<file path="src/rtl/cell_painter.sv">
// cell_painter: rasterises one filled box into single-pixel writes toward the
// VGA adapter, using a start/busy/done handshake and honouring vga_ready backpressure.
// Optional build macro: CELL_BORDER_EN paints the outer ring of the box in BORDER_COLOR.
module cell_painter #(
   parameter int                  BOX_W        = 64,
   parameter int                  BOX_H        = 24,
   parameter int                  SCREEN_W     = 640,
   parameter int                  SCREEN_H     = 480,
   parameter int                  COLOR_W      = 9,
   parameter logic [COLOR_W-1:0]  BORDER_COLOR = '0
) (
   input  logic               CLOCK_50,
   input  logic               reset,
   input  logic               start,
   input  logic [9:0]         x0,
   input  logic [8:0]         y0,
   input  logic [COLOR_W-1:0] color,
   output logic               busy,
   output logic               done,
   output logic [9:0]         vga_x,
   output logic [8:0]         vga_y,
   output logic [COLOR_W-1:0] vga_color,
   output logic               vga_plot,
   input  logic               vga_ready
);

   typedef enum logic [1:0] {
      IDLE,
      PAINT,
      FINISH
   } state_t;

   localparam int CXW = (BOX_W > 1) ? $clog2(BOX_W) : 1;
   localparam int CYW = (BOX_H > 1) ? $clog2(BOX_H) : 1;

   localparam logic [CXW-1:0] CX_LAST = CXW'(BOX_W - 1);
   localparam logic [CYW-1:0] CY_LAST = CYW'(BOX_H - 1);
   localparam logic [10:0]    SCR_W   = 11'(SCREEN_W);
   localparam logic [9:0]     SCR_H   = 10'(SCREEN_H);

   state_t               state;
   logic [CXW-1:0]       cx;
   logic [CYW-1:0]       cy;
   logic [9:0]           lx0;
   logic [8:0]           ly0;
   logic [COLOR_W-1:0]   lcolor;

   logic [CXW-1:0]       step_cx;
   logic [CYW-1:0]       step_cy;
   logic                 last_pix;
   logic                 advance;
   logic [CXW-1:0]       pix_cx;
   logic [CYW-1:0]       pix_cy;
   logic [9:0]           base_x;
   logic [8:0]           base_y;
   logic [COLOR_W-1:0]   base_color;
   logic [10:0]          sum_x;
   logic [9:0]           sum_y;
   logic                 pix_on;
   logic [COLOR_W-1:0]   pix_color;

   // Next raster position and the pixel that will be presented when the walk moves to it.
   // Outputs are registered, so the pixel for the next (cx,cy) is formed here and loaded
   // on the same edge that loads the counters; in IDLE that is (0,0) of the incoming request.
   always_comb begin
      step_cx    = cx + CXW'(1);
      step_cy    = cy;
      if (cx == CX_LAST) begin
         step_cx = '0;
         step_cy = cy + CYW'(1);
      end
      last_pix   = (cx == CX_LAST) && (cy == CY_LAST);
      advance    = ~vga_plot | vga_ready;

      pix_cx     = step_cx;
      pix_cy     = step_cy;
      base_x     = lx0;
      base_y     = ly0;
      base_color = lcolor;
      if (state == IDLE) begin
         pix_cx     = '0;
         pix_cy     = '0;
         base_x     = x0;
         base_y     = y0;
         base_color = color;
      end

      sum_x  = {1'b0, base_x} + 11'(pix_cx);
      sum_y  = {1'b0, base_y} + 10'(pix_cy);
      pix_on = (sum_x < SCR_W) && (sum_y < SCR_H);
   end

`ifdef CELL_BORDER_EN
   // Outer ring of the box takes the outline colour; interior takes the request colour.
   always_comb begin
      pix_color = base_color;
      if ((pix_cx == '0) || (pix_cx == CX_LAST) || (pix_cy == '0) || (pix_cy == CY_LAST))
         pix_color = BORDER_COLOR;
   end
`else
   logic unused_border;
   assign unused_border = ^BORDER_COLOR;

   // Every pixel takes the request colour.
   always_comb begin
      pix_color = base_color;
   end
`endif

   // Handshake FSM, raster counters and registered pixel port.
   always_ff @(posedge CLOCK_50) begin
      if (reset) begin
         state     <= IDLE;
         cx        <= '0;
         cy        <= '0;
         lx0       <= '0;
         ly0       <= '0;
         lcolor    <= '0;
         busy      <= 1'b0;
         done      <= 1'b0;
         vga_x     <= '0;
         vga_y     <= '0;
         vga_color <= '0;
         vga_plot  <= 1'b0;
      end else begin
         case (state)
            IDLE: begin
               done     <= 1'b0;
               vga_plot <= 1'b0;
               if (start) begin
                  lx0       <= x0;
                  ly0       <= y0;
                  lcolor    <= color;
                  cx        <= '0;
                  cy        <= '0;
                  busy      <= 1'b1;
                  state     <= PAINT;
                  vga_x     <= sum_x[9:0];
                  vga_y     <= sum_y[8:0];
                  vga_color <= pix_color;
                  vga_plot  <= pix_on;
               end
            end
            PAINT: begin
               // A clipped pixel has vga_plot=0, so it always advances; a plotted one
               // holds until the adapter takes it.
               if (advance) begin
                  if (last_pix) begin
                     busy     <= 1'b0;
                     done     <= 1'b1;
                     vga_plot <= 1'b0;
                     state    <= FINISH;
                  end else begin
                     cx        <= step_cx;
                     cy        <= step_cy;
                     vga_x     <= sum_x[9:0];
                     vga_y     <= sum_y[8:0];
                     vga_color <= pix_color;
                     vga_plot  <= pix_on;
                  end
               end
            end
            FINISH: begin
               done  <= 1'b0;
               state <= IDLE;
            end
            default: begin
               busy     <= 1'b0;
               done     <= 1'b0;
               vga_plot <= 1'b0;
               state    <= IDLE;
            end
         endcase
      end
   end

endmodule
</file>
<file path="config.mk">
export PLATFORM = sky130hd
export DESIGN_NAME = cell_painter
export DESIGN_NICKNAME = d
export VERILOG_FILES = /design/src/rtl/cell_painter.sv
export SDC_FILE = /design/constraint.sdc
export NUM_CORES = 1
export LEC_CHECK = 0
export ABC_AREA = 0
export CELL_PAD_IN_SITES_DETAIL_PLACEMENT = 2
export CELL_PAD_IN_SITES_GLOBAL_PLACEMENT = 2
export CORE_MARGIN = 3
export CORE_UTILIZATION = 30
export DETAILED_ROUTE_END_ITERATION = 7
export PLACE_DENSITY_LB_ADDON = 0.1
export SYNTH_ARGS = -nofsm -noshare
export SYNTH_HDL_FRONTEND = slang
export SYNTH_SLANG_ARGS = --single-unit
</file>
<file path="constraint.sdc">
create_clock -name CLOCK_50 -period 4 [get_ports CLOCK_50]
set_input_delay 0.6 -clock CLOCK_50 [delete_from_list [all_inputs] [get_ports CLOCK_50]]
set_output_delay 0.6 -clock CLOCK_50 [all_outputs]
set_load 0.05 [all_outputs]
</file>
==> run_results.csv <==
group,metric,value,unit
sta,rsz0062_at_grt,"no",
yosys,synth_cell_types,51,
sta,hold_viol_final,0,
sta,timing.final.ws_setup,0.314,ns
worst_setup_path,critical_path_required,4.21,ns
yosys,synth-edff-count,0,
yosys,syn-num-nets,563,
routing,wl_per_cell,18.3,um
status,outcome,"complete, no violations",
sta,tightest_slew,1.12,ns
routing,vias_per_cell,5.22,
sta,period_minus_slack,3.69,ns
worst_setup_path,slowest_stage,"fa_1",
worst_setup_path,end_kind,"register",
yosys,synthXorXnorAreaFrac,3.64,%
yosys,synth_area_leader_cell,"dfxtp_1",
yosys,syn_avg_cell_area,7.46,um2
yosys,syn_area,3850,um2
sta,slew_viol_final,0,
clocking,insertion_delay,0.34,ns
sta,fin_crit_sh,92.2,%
sta,holdWs,0.457,ns
yosys,synth_top_family_by_area,"simple AND/OR/NAND/NOR gates",
grt,grtUsageTotal,19.1,%
yosys,synth_area_leaders,"dfxtp_1 37%, nand2_1 14%, a21oi_1 8.6%",
clocking,postCtsHoldBufs,0,
yosys,yosys.area_share.adder,5.27,%
yosys,netlist.area_leader.share,37.5,%
worst_hold_path,worstHoldPathCells,2,
flow_run,cap_violations,0,
yosys,ys_ff_latch,72,
placement,dp_hpwl,9480,um
routing,wirelength,13500,um
yosys,yosys.area_share.simple,26.6,%
placement,place.gp.congestion,0.810,
grt,grt_overflow,0,
yosys,synth_cells,516,
routing,first_pass_iters,4,
final_layout,multiInputGateArea,2260,um2
placement,pre_cts_slack,0.305,ns
clocking,cts_max_level,3,
routing,antenna_left,0,
grt,grt_max_degree,41,
worst_setup_path,arrival,3.90,ns
final_layout,fin_nets,613,
clocking,clk_pin_slew,0.06,ns
routing,vias,3851,
power,leakage,0.00190,uW
worst_setup_path,path_common_cell,"ha_1",
clocking,post-cts-setup-buffers,0,
power,cellPowerDensity,432,nW/um2
worst_setup_path,worstSetupStartpointType,"register",
final_layout,regArea,1440,um2
floorplan,pin_count,63,
sta,fmax,0.271,GHz
clocking,clock-sinks,72,
floorplan,die_h,119,um
sta,setup_tns,0,ns
worst_setup_path,path_max_fanout,14,
clocking,cts_tree,"built",
sta,setup_viol,0,
final_layout,drive_gt1_share,6.14,%
floorplan,die_w,119,um
yosys,async_reset_ff_share,0,%
yosys,ys_seq_area_share,37.5,%
final_layout,diodes,0,
routing,drc,0,
yosys,dominantRegCellSynth,"dfxtp_1",
worst_setup_path,slowest_delay,0.44,ns
floorplan,die_area,14200,um2
routing,drt_iter0_markers,128,
floorplan,initial_core_util,31.4,%
placement,numPortBuffers,62,
floorplan,rows,40,
worst_setup_path,path_class,"reg2reg",
final_layout,area_delta_synth_final,28.8,%
yosys,yosysWarningCount,0,
yosys,synth_mux_area_share,1.89,%
grt,grt_pass1_wl,21500,um
worst_setup_path,worst-r2r-setup-slack,0.31,ns
grt,grt_pass1_vias,4128,
floorplan,fp.coreArea,12300,um2
grt,antenna_found_initial,0,
clocking,root_buffer,"clkbuf_16",
clocking,cts_max_path_buffers,2,
clocking,cts_buffers,9,
yosys,synth_compound_area_share,20.7,%
clocking,post_cts_resized,0,
sta,slew_headroom,25.1,%
power,peakVddDrop,0.134,mV
final_layout,fill_cells,1441,
worst_hold_path,min-delay-path-class,"reg2reg",
worst_setup_path,path_cells,"ha_1 -> and4_4 -> and2_4 -> xnor2_1 -> nor2_1 -> ha_1 -> fa_1 -> a211oi_2 -> o21bai_1 -> nor2b_1 -> o32a_1 -> nor4_1 -> a211oi_1",
sta,finClkSkew,0.00773,ns
worst_setup_path,r2r_cells,13,
[power by group]
group	total (uW)	internal (uW)	switching (uW)
Combinational	423	148	275
Clock	930	607	322
Sequential	789	762	26.5
Total	2140	1520	624
[kinds of logic after synthesis]
group / Yosys count
AND/OR/NAND/NOR: 239
AO/OA/AOI/OAI: 129
flip-flops: 72
buffers and inverters: 38
XOR/XNOR: 16
adder cells (fa/ha/maj): 15
multiplexers: 7
[layer usage]
metal | vias up | GRT usage (%) | part of all wire, %
li1 | 1887 | - | -
met4 | 0 | 6.52 | 1.6
met2 | 54 | 33.2 | 49
met3 | 15 | 2.71 | 2.9
met5 | - | 0 | 0
met1 | 1895 | 24.2 | 46
[cell usage in the layout, fill, tap and decap left out, drive strengths merged, types with 3 or more instances in the layout]
cell,n
a2111oi,3
a211o,3
a211oi,8
a21oi,66
a311oi,11
and2,4
buf,11
bufinv,3
clkbuf,10
clkdlybuf4s50,61
dfxtp,72
ha,13
inv,5
mux2i,5
nand2,147
nand2b,8
nand3,9
nand4,4
nor2,43
nor2b,6
nor3,3
nor4,3
o211ai,6
o21a,3
o21ai,17
xnor2,7
xor2,9
[critical path: cells and delay by family (launching register included)]
family / cells / cell delay [ns]
adders and majority gates: 3 / 1.03
DFF: 1 / 0.43
AOI/OAI and AO/OA: 4 / 0.83
xor gates and xnor gates: 1 / 0.16
and+or+nand+nor: 5 / 1.09
[state kept, by name (all words and copies together), names as in the netlist, 5 cells and up]
signal	flops
lx0	10
vga_x	10
lcolor	9
ly0	9
vga_color	9
vga_y	9
cx	6
cy	5
[synth_stat cells, types with 8 or more instances]
cell type	n
nand3_1	9
dfxtp_1	72
a21oi_1	66
o21ai_0	17
ha_1	13
a211oi_1	8
nand2_1	147
nand2b_1	8
xor2_1	9
nor2_1	43
clkbuf_1	26
a311oi_1	10
[metrics by stage]
stage,std cells,utilization (%),area (um2),power (uW)
after global routing,738,40.4,4960,2240
final,738,40.4,4960,2140
after global placement,723,37.7,4620,1220
after floorplan,516,-,3850,1060
after detailed placement,723,37.7,4620,1230
after CTS,738,40.4,4950,2170
[cell type report]
type	instances	share of cell area, %
Clock inverter	5	2.15
Tap cell	168	4.24
Inverter	5	0.379
Multi-Input combinational cell	406	45.6
Sequential cell	72	29.1
Timing Repair Buffer	72	13.9
Clock buffer	10	4.62
[worst paths after layout]
path,from,to
setup / recovery,cx[0]$_SDFFE_PP0P_,vga_plot$_SDFFE_PP0P_
hold / removal,vga_x[3]$_SDFFE_PP0P_,vga_x[3]$_SDFFE_PP0P_
setup reg to reg,cx[0]$_SDFFE_PP0P_,vga_plot$_SDFFE_PP0P_
hold reg to reg,vga_x[3]$_SDFFE_PP0P_,vga_x[3]$_SDFFE_PP0P_
Note: power is estimated with default switching activity, not from simulation.
